--- src/rtl/uart_core.sv ---
// uart_core: parametrised full-duplex UART with valid/ready byte streams and per-frame error sidebands.
// Define UART_BREAK_DETECT_EN to swallow break frames and pulse rx_break instead of delivering them.
module uart_core #(
  parameter int CLK_HZ     = 12_500_000,
  parameter int BAUDRATE   = 115200,
  parameter int SYNC_DEPTH = 3,
  parameter int DATA_BITS  = 8,
  parameter int PARITY     = 0,
  parameter int STOP_BITS  = 1
) (
  input  logic                 clk,
  input  logic                 rst,
  input  logic [DATA_BITS-1:0] tx_data,
  input  logic                 tx_valid,
  output logic                 tx_ready,
  output logic [DATA_BITS-1:0] rx_data,
  output logic                 rx_valid,
  input  logic                 rx_ready,
  output logic                 rx_frame_err,
  output logic                 rx_parity_err,
  output logic                 rx_overrun,
  output logic                 rx_break,
  output logic                 uart_tx,
  input  logic                 uart_rx
);
  localparam int OS = CLK_HZ / BAUDRATE;
  localparam int CW = $clog2(OS);
  localparam logic [CW-1:0] TOP = CW'(OS - 1);
  localparam logic [CW-1:0] MID = CW'(OS / 2);
  localparam logic [3:0] LAST_D = 4'(DATA_BITS - 1);
  localparam logic [3:0] LAST_S = 4'(STOP_BITS - 1);
  localparam bit HAS_PAR = PARITY != 0;
  localparam bit ODD = PARITY == 1;
  typedef enum logic [2:0] {IDLE, START, DATA, PAR, STOP, BRK} state_t;
  state_t tx_st, tx_st_n;
  logic [CW-1:0] tx_cnt, tx_cnt_n;
  logic [3:0] tx_bit, tx_bit_n;
  logic [DATA_BITS-1:0] tx_sr, tx_sr_n;
  logic tx_par, tx_par_n, tx_line;
  assign tx_ready = tx_st == IDLE && !rst;
  always_comb begin
    tx_st_n = tx_st;
    tx_cnt_n = tx_cnt == '0 ? TOP : tx_cnt - 1'b1;
    tx_bit_n = tx_bit;
    tx_sr_n = tx_sr;
    tx_par_n = tx_par;
    unique case (tx_st)
      IDLE: if (tx_valid) begin
        tx_st_n = START;
        tx_cnt_n = TOP;
        tx_sr_n = tx_data;
        tx_par_n = ^tx_data ^ ODD;
      end
      START: if (tx_cnt == '0) begin
        tx_st_n = DATA;
        tx_bit_n = '0;
      end
      DATA: if (tx_cnt == '0) begin
        tx_sr_n = tx_sr >> 1;
        tx_bit_n = tx_bit + 1'b1;
        if (tx_bit == LAST_D) begin
          tx_st_n = HAS_PAR ? PAR : STOP;
          tx_bit_n = '0;
        end
      end
      PAR: if (tx_cnt == '0) tx_st_n = STOP;
      STOP: if (tx_cnt == '0) begin
        tx_bit_n = tx_bit + 1'b1;
        if (tx_bit == LAST_S) tx_st_n = IDLE;
      end
      default: tx_st_n = IDLE;
    endcase
    // uart_tx is registered from the next state so the line lines up with the state
    tx_line = tx_st_n == START ? 1'b0 : tx_st_n == DATA ? tx_sr_n[0] : tx_st_n == PAR ? tx_par_n : 1'b1;
  end
  always_ff @(posedge clk)
    if (rst) begin
      tx_st <= IDLE;
      uart_tx <= 1'b1;
      tx_cnt <= '0;
      tx_bit <= '0;
      tx_sr <= '0;
      tx_par <= 1'b0;
    end else begin
      tx_st <= tx_st_n;
      uart_tx <= tx_line;
      tx_cnt <= tx_cnt_n;
      tx_bit <= tx_bit_n;
      tx_sr <= tx_sr_n;
      tx_par <= tx_par_n;
    end
  logic [SYNC_DEPTH-1:0] sync;
  logic rxd, mid, commit, brk, take;
  state_t rx_st, rx_st_n;
  logic [CW-1:0] rx_cnt, rx_cnt_n;
  logic [3:0] rx_bit, rx_bit_n;
  logic [DATA_BITS-1:0] rx_sr, rx_sr_n;
  logic ferr, ferr_n, perr, perr_n;
  assign rxd = sync[SYNC_DEPTH-1];
  assign mid = rx_cnt == MID;
  always_comb begin
    rx_st_n = rx_st;
    rx_cnt_n = rx_cnt == '0 ? TOP : rx_cnt - 1'b1;
    rx_bit_n = rx_bit;
    rx_sr_n = rx_sr;
    ferr_n = ferr;
    perr_n = perr;
    commit = 1'b0;
    brk = 1'b0;
    unique case (rx_st)
      IDLE: if (!rxd) begin
        rx_st_n = START;
        rx_cnt_n = TOP;
        ferr_n = 1'b0;
        perr_n = 1'b0;
      end
      START: if (mid && rxd) rx_st_n = IDLE;
        else if (rx_cnt == '0) begin
          rx_st_n = DATA;
          rx_bit_n = '0;
        end
      DATA: begin
        if (mid) rx_sr_n = {rxd, rx_sr[DATA_BITS-1:1]};
        if (rx_cnt == '0) begin
          rx_bit_n = rx_bit + 1'b1;
          if (rx_bit == LAST_D) begin
            rx_st_n = HAS_PAR ? PAR : STOP;
            rx_bit_n = '0;
          end
        end
      end
      PAR: begin
        if (mid) perr_n = (^rx_sr ^ rxd) != ODD;
        if (rx_cnt == '0) rx_st_n = STOP;
      end
      STOP: begin
        if (mid && !rxd) ferr_n = 1'b1;
        // commit at the last stop mid-sample so a slightly fast sender is still caught
        if (mid && rx_bit == LAST_S) begin
          commit = 1'b1;
          rx_st_n = IDLE;
`ifdef UART_BREAK_DETECT_EN
          if (rx_sr == '0 && ferr_n) begin
            brk = 1'b1;
            rx_st_n = BRK;
            rx_cnt_n = TOP;
          end
`endif
        end else if (rx_cnt == '0) rx_bit_n = rx_bit + 1'b1;
      end
`ifdef UART_BREAK_DETECT_EN
      BRK: if (!rxd) rx_cnt_n = TOP;
        else if (rx_cnt == '0) rx_st_n = IDLE;
`endif
      default: rx_st_n = IDLE;
    endcase
  end
  assign take = commit && !brk && (!rx_valid || rx_ready);
  always_ff @(posedge clk)
    if (rst) begin
      sync <= '1;
      rx_st <= IDLE;
      rx_cnt <= '0;
      rx_bit <= '0;
      rx_sr <= '0;
      ferr <= 1'b0;
      perr <= 1'b0;
      rx_valid <= 1'b0;
      rx_data <= '0;
      rx_frame_err <= 1'b0;
      rx_parity_err <= 1'b0;
      rx_overrun <= 1'b0;
      rx_break <= 1'b0;
    end else begin
      sync <= {sync[SYNC_DEPTH-2:0], uart_rx};
      rx_st <= rx_st_n;
      rx_cnt <= rx_cnt_n;
      rx_bit <= rx_bit_n;
      rx_sr <= rx_sr_n;
      ferr <= ferr_n;
      perr <= perr_n;
      rx_valid <= take || (rx_valid && !rx_ready);
      if (take) begin
        rx_data <= rx_sr;
        rx_frame_err <= ferr_n;
        rx_parity_err <= perr_n;
      end
      rx_overrun <= commit && !brk && !take;
      rx_break <= brk;
    end
endmodule

--- config.mk ---
export PLATFORM = sky130hd
export DESIGN_NAME = uart_core
export DESIGN_NICKNAME = d
export VERILOG_FILES = /design/src/rtl/uart_core.sv
export SDC_FILE = /design/constraint.sdc
export NUM_CORES = 1
export LEC_CHECK = 0
export CORE_AREA = 2 2 85 87
export CTS_CLUSTER_DIAMETER = 120
export DETAILED_ROUTE_END_ITERATION = 16
export DIE_AREA = 0 0 87 89
export GPL_ROUTABILITY_DRIVEN = 0
export PLACE_DENSITY = 0.64
export RECOVER_POWER = 100
export SYNTH_ARGS = -nofsm -noshare
export SYNTH_HDL_FRONTEND = slang
export SYNTH_SLANG_ARGS = --single-unit
--- constraint.sdc ---
create_clock -name clk -period 2.6 [get_ports clk]
set_input_delay 0.52 -clock clk [delete_from_list [all_inputs] [get_ports clk]]
set_output_delay 0.52 -clock clk [all_outputs]
set_load 0.02 [all_outputs]
==> results of run 1 <==
[metal layers]
layer | wire [um] | vias to the layer above | GRT usage (%)
li1 | - | 1195 | -
met1 | 2840 | 1089 | 21.4
met2 | 2760 | 33 | 25.7
met3 | 166 | 4 | 4.43
met4 | 55 | 0 | 5.97
met5 | 0 | - | 0
[registers in the layout (all words and copies together) (netlist names), 3 cells and up]
name     flops
rx_data      8
rx_st        3
tx_st        3
tx_bit       4
rx_sr        8
tx_sr        8
rx_cnt       7
sync         3
tx_cnt       7
rx_bit       4
[critical path: stages, from the launching register on]
cell and delay [ns]:
dfxtp_1 0.45, nor4_1 0.31, dlygate4sd3_1 0.70
[placed cells by master (no fill, tap or decap), types with 3 or more instances in the layout]
cell type	count
nor2_1	40
nand2b_1	5
clkdlybuf4s50_1	10
a22oi_1	8
o21ai_0	11
dlygate4sd3_1	15
xnor2_1	20
mux2i_1	18
clkbuf_1	4
a31oi_1	3
dfxtp_1	63
nor3_1	13
ha_1	7
nor2b_1	6
xor2_1	4
a21oi_1	26
inv_1	10
nand3_1	4
nand2_1	20
nor3b_1	5
o211ai_1	3
or2_2	3
and2_0	3
clkbuf_8	9
nor4_1	4
[power by group]
part	internal, mW	switching (mW)	total, mW	leakage [nW]
logic	0.203	0.233	0.436	0.681
registers	1.04	0.0932	1.14	0.514
clock network	0.537	0.373	0.910	0.102
total	1.78	0.699	2.48	1.30
[metrics by stage]
step	area (um2)	power [mW]	util, %	hold slack (ns)	worst slack, ns
6_report	3490	2.48	51.9	0.410	0.293
5_1_grt	3490	2.62	51.9	0.422	0.169
4_1_cts	3510	2.52	52.3	0.412	0.307
3_5_place_dp	3300	1.60	49.1	0.394	0.294
3_3_place_gp	3300	1.59	49.1	0.392	0.329
2_1_floorplan	2990	1.49	-	0.389	0.666
[worst max path at each step]
| stage | to | start | cells after the start |
|---|---|---|---|
| 2_1_floorplan | uart_tx$_SDFF_PP1_ | tx_cnt[0]$_SDFF_PP0_ | 7 |
| 3_3_place_gp | uart_tx$_SDFF_PP1_ | tx_valid | 6 |
| 6_report | tx_ready | tx_st[0]$_SDFF_PP0_ | 2 |
| 4_1_cts | tx_ready | tx_st[0]$_SDFF_PP0_ | 2 |
| 3_5_place_dp | uart_tx$_SDFF_PP1_ | tx_valid | 6 |
| 5_1_grt | uart_tx$_SDFF_PP1_ | tx_cnt[0]$_SDFF_PP0_ | 8 |
[cell type report]
cell class	count	area [um2]
Timing Repair Buffer	31	279
Clock inverter	6	85.1
Inverter	10	37.5
Sequential cell	63	1260
Multi-Input combinational cell	239	1600
Tap cell	80	100
Fill cell	643	3230
Clock buffer	10	128
[cells by family (layout without fill, tap and decap cells)]
logic type	after synthesis	after routing	synth area share, %
and+or+nand+nor	124	124	23.2
AOI/OAI and AO/OA	63	63	13.3
DFF	63	63	42.2
buffers and inverters	27	57	3.98
xor gates and xnor gates	25	25	7.79
muxes	19	19	6.41
adders and majority gates	7	7	2.93
other	1	1	0.126
==> metrics.cfg, run 1 <==
[timing]
rsz0062_at_grt = no
worstMarginPinSlew_ns = 1.13
setup_viol = 0
slew-limit-headroom_pct = 24.7
hold_violations = 0
finalCritPeriodShare_pct = 88.7
drv_slew = 0
fin_crit_ns = 2.31
finClkSkew_ns = 0.0103
max_freq_mhz = 434
setup_tns_ns = 0

[setup_path]
r2r-start = tx_cnt[0]$_SDFF_PP0_
rr_endpoint = uart_tx$_SDFF_PP1_
setup.worst_path.start_class = register
cp_max_fo = 11
rr_worst_depth = 8
crit_required_ns = 2.08
r2r_setup_slack_ns = 0.35
cp-end-kind = output port
path_class = register to output port
arrival_ns = 1.79

[drt]
drt_iter0_drc = 168
wl_per_cell_um = 13.3
vias = 2321
antenna_left = 0
drc = 0
routed_wl_mm = 5.82
drtPass1Iterations = 5
via_per_inst = 5.29

[run_status]
status = completed

[logic_synthesis]
synth_most_common_cell = dfxtp_1
yosysWarnings = 0
synth_commonest_cells = dfxtp_1 (63), nor2_1 (40), a21oi_1 (26)
synth_top_area_share_pct = 42.2
synth_cells = 329
post_synth.cell_area_avg_um2 = 9.08
synth_nets = 349
ys_seq_area_share_pct = 42.2
synthTopCellsByArea = dfxtp_1 (42%), mux2i_1 (6.0%), xnor2_1 (5.9%), nor2_1 (5.0%), a21oi_1 (4.4%)
ys_ff_latch = 63
dominantRegCellSynth = dfxtp_1
synth_area_um2 = 2990
async_flop_share_pct = 0
synth_cell_types = 54
yosysTopAreaCell = dfxtp_1
synth_edf_count = 0

[min_path]
min-delay-path-class = register to register
worstHoldEndpoint = sync[2]$_SDFF_PP1_
hold_depth = 1
holdCritStartpoint = sync[1]$_SDFF_PP1_

[floorplan]
dieArea_um2 = 7740
core_area_um2 = 6720
initial_core_util_pct = 44.5
rows = 30
die_h_um = 89
pin_count = 28
die_w_um = 87

[global_routing]
grt_usage_pct = 16.3
grt_max_degree = 58
overflow = 0
grt_pass1_vias = 2187
antenna_found_initial = 0
grt_pass1_wl_mm = 9.92

[power_and_ir_drop]
power.density_nw_per_um2 = 712
leakage_nw = 1.30
vdd_drop_max_mv = 0.406

[cells_and_area]
instances_no_fill = 439
area_growth_pct = 16.8
nets = 374
diodes = 0
drive_gt1_share_pct = 8.64

[cts]
holdBufCountCts = 0
clk_pin_slew_ns = 0.07
clock_sinks = 63
clock_latency_ns = 0.33
cts_root_buf = clkbuf_8
cts_resized = 0
cts_buffers = 9
tritoncts = built
h-tree-depth = 3
cts_max_path_buffers = 2
post-cts-setup-buffer-count = 0

[flow_run]
max-cap-violations = 0

[placement]
io_buffer_count = 26
dpl.hpwl_mm = 4.00
placed_cells = 423

Power figures use the tool's default switching activity.
==> inputs of run 2 (changes only) <==
--- a/config.mk
+++ b/config.mk
@@ -10,7 +10,7 @@
 export DETAILED_ROUTE_END_ITERATION = 16
 export DIE_AREA = 0 0 87 89
 export GPL_ROUTABILITY_DRIVEN = 0
-export PLACE_DENSITY = 0.64
+export PLACE_DENSITY = 0.66
 export RECOVER_POWER = 100
 export SYNTH_ARGS = -nofsm -noshare
 export SYNTH_HDL_FRONTEND = slang
==> constraint.sdc (replaced) <==
create_clock -name clk -period 2.1 [get_ports clk]
set_input_delay 0.42 -clock clk [delete_from_list [all_inputs] [get_ports clk]]
set_output_delay 0.42 -clock clk [all_outputs]
set_load 0.02 [all_outputs]
==> run 2 against run 1 <==
- final area increased by 2.8%
- via count increased by 1.2%
- non-clock buffer count increased by 11
- critical path depth increased by 7
- largest cell class unchanged
- global-route usage decreased by 0.29 points
- combinational power increased by 30%
- sequential share of layout area decreased by 0.98 points
==> metrics.cfg, run 2 (same netlist as run 1, synthesis figures left out) <==
[run_status]
status = completed  ; unchanged

[cells_and_area]
fillers = 631  ; was 643
final_cell_mix = dfxtp_1 (63), nor2_1 (39), a21oi_1 (26)  ; was dfxtp_1 (63), nor2_1 (40), a21oi_1 (26)
drive_gt1_share_pct = 13.2  ; was 8.64%
reg_top3 = rx_data (8), rx_sr (8), tx_sr (8)  ; unchanged
area_growth_pct = 20.1  ; was 16.8%
final_core_utilization_pct = 53.4  ; was 51.9%
nets = 385  ; was 374
diodes = 0  ; unchanged
final_common_cell = dfxtp_1  ; unchanged

[placement]
dpl.hpwl_mm = 3.93  ; was 4.00 mm
io_buffer_count = 26  ; unchanged

[timing]
finClkSkew_ns = 0.00997  ; was 0.0103 ns
slew-limit-headroom_pct = 23.4  ; was 24.7%
max_freq_mhz = 503
drv_slew = 0  ; unchanged
rsz0062_at_grt = no  ; unchanged
finalCritPeriodShare_pct = 94.7
setup_viol = 0  ; unchanged
worstMarginPinSlew_ns = 1.15  ; was 1.13 ns
hold_violations = 0  ; unchanged
fin_crit_ns = 1.99
holdWs_ns = 0.409  ; was 0.410 ns
setup_tns_ns = 0  ; unchanged

[drt]
via_per_inst = 5.22  ; was 5.29
antenna_left = 0  ; unchanged
drtPass1Iterations = 4  ; was 5
drt_iter0_drc = 85  ; was 168
drc = 0  ; unchanged
routed_wl_mm = 5.81  ; was 5.82 mm
wl_per_cell_um = 12.9  ; was 13.3 um
vias = 2349  ; was 2,321

[cts]
clock_latency_ns = 0.34  ; was 0.33 ns
h-tree-depth = 3  ; unchanged
holdBufCountCts = 0  ; unchanged
cts_root_buf = clkbuf_8  ; unchanged
cts_buffers = 9  ; unchanged
tritoncts = built  ; unchanged
clock_sinks = 63  ; unchanged
cts_max_path_buffers = 2  ; unchanged
clk_pin_slew_ns = 0.07  ; about the same

[global_routing]
grt_usage_pct = 16.0  ; was 16.3%
grt_max_degree = 58  ; unchanged
grt_pass1_wl_mm = 9.76  ; was 9.92 mm
overflow = 0  ; unchanged
grt_pass1_vias = 2256  ; was 2,187
antenna_found_initial = 0  ; unchanged

[power_and_ir_drop]
vdd_drop_max_mv = 0.562  ; was 0.406 mV
comb_power_share_pct = 18.6  ; was 17.6%
p_int_mw = 2.15  ; was 1.78 mW
clockPowerShare_pct = 35.5  ; was 36.6%
leakage_nw = 1.35  ; was 1.30 nW
p_sw_mw = 0.892  ; was 0.699 mW
p_sw_share_pct = 29.3  ; was 28.1%
seqPwrFrac_pct = 45.9  ; was 45.8%
power.density_nw_per_um2 = 848  ; was 712 nW/um2

[setup_path]
setup.worst_path.start_class = register  ; unchanged
cp_cell_sequence = inv_2 -> ha_4 -> or3b_4 -> nor4_4 -> buf_4 -> clkbuf_4 -> clkbuf_2 -> a22oi_1 -> a21oi_1  ; was nor4_1 -> dlygate4sd3_1
r2r_setup_slack_ns = 0.11  ; was 0.35 ns
rr_endpoint = tx_sr[6]$_SDFFE_PP0P_  ; was uart_tx$_SDFF_PP1_
r2r-start = tx_cnt[0]$_SDFF_PP0_  ; unchanged
critPathMaxStageDelay_ns = 0.40  ; was 0.70 ns
cpLargestDelayFamily = simple AND/OR/NAND/NOR gates  ; was buffers and inverters
crit_buf_inv = 4  ; was 1
crit_required_ns = 2.35  ; was 2.08 ns
arrival_ns = 2.24  ; was 1.79 ns
path_class = register to register  ; was register to output port
cp_max_fo = 6  ; was 11
rr_worst_depth = 9  ; was 8
cp_slowest_cell = or3b_4  ; was dlygate4sd3_1
cp-end-kind = register  ; was output port

[min_path]
holdCritStartpoint = sync[1]$_SDFF_PP1_  ; unchanged
min-delay-path-class = register to register  ; unchanged
worstHoldEndpoint = sync[2]$_SDFF_PP1_  ; unchanged
hold_depth = 1  ; unchanged

[floorplan]
core_area_um2 = 6720  ; unchanged
initial_core_util_pct = 44.5  ; unchanged
die_h_um = 89  ; unchanged
pin_count = 28  ; unchanged
die_w_um = 87  ; unchanged
dieArea_um2 = 7740  ; unchanged
rows = 30  ; unchanged

[flow_run]
max-cap-violations = 0  ; unchanged

==> run 2: repair_timing <==
action | 4_1_cts | 5_1_grt
hold endpoints to repair | 0 | 0
gates resized for setup | 1 | 5
pin swaps | 0 | 2
endpoints found under the setup margin | 1 | 5
buffers inserted | 0 | 3
==> run 2: worst max-delay path by stage <==
stage                         start               endpoint  slack (ns)  cells after the start
4_1_cts        tx_cnt[0]$_SDFF_PP0_     uart_tx$_SDFF_PP1_        0.10                      7
2_1_floorplan  tx_cnt[0]$_SDFF_PP0_     uart_tx$_SDFF_PP1_        0.17                      7
3_5_place_dp               tx_valid     uart_tx$_SDFF_PP1_       -0.02                      6
6_report       tx_cnt[0]$_SDFF_PP0_  tx_sr[6]$_SDFFE_PP0P_        0.11                      9
5_1_grt        tx_cnt[0]$_SDFF_PP0_     uart_tx$_SDFF_PP1_        0.01                      9
3_3_place_gp               tx_valid     uart_tx$_SDFF_PP1_        0.01                      6
==> run 2: cell type report <==
type | instances | area [um2] | area share (%)
flip-flops and latches | 63 | 1260 | 35.2
well taps | 80 | 100 | 2.79
multi-input cells | 239 | 1620 | 45.3
inverters | 10 | 37.5 | 1.05
clock inverters | 6 | 68.8 | 1.92
clock buffers | 10 | 138 | 3.84
repair buffers | 42 | 358 | 9.98
==> run 2: power by group through the flow <==
stage | clock network [mW] | logic [mW] | registers [mW]
final | 1.08 | 0.565 | 1.40
after global routing | 1.15 | 0.637 | 1.42
after CTS | 1.11 | 0.569 | 1.40
after detailed placement | 0 | 0.565 | 1.42
after global placement | 0 | 0.560 | 1.42
after floorplan | 0 | 0.446 | 1.40
==> run 2: routing by layer <==
layer | GRT usage, % | vias to the layer above | routed length (um)
met5 | 0 | - | 0
met4 | 6.82 | 0 | 91
met3 | 3.88 | 7 | 140
met2 | 26.2 | 32 | 2680
met1 | 20.1 | 1090 | 2900
li1 | - | 1220 | -
==> run 2: worst register-to-register path: stages, from the launching register on <==
cell and delay, ns:
dfxtp_1 0.34, inv_2 0.08, ha_4 0.15, or3b_4 0.40, nor4_4 0.25, buf_4 0.18, clkbuf_4 0.13, clkbuf_2 0.16
a22oi_1 0.08, a21oi_1 0.13
==> run 2: metrics by stage <==
stage	power (mW)	cells	setup slack, ns	instance area [um2]
2_1_floorplan	1.85	329	0.166	2990
3_3_place_gp	1.98	431	0.0147	3360
3_5_place_dp	1.99	431	-0.0181	3360
4_1_cts	3.07	447	0.102	3560
5_1_grt	3.20	450	0.0144	3590
6_report	3.04	450	0.111	3590
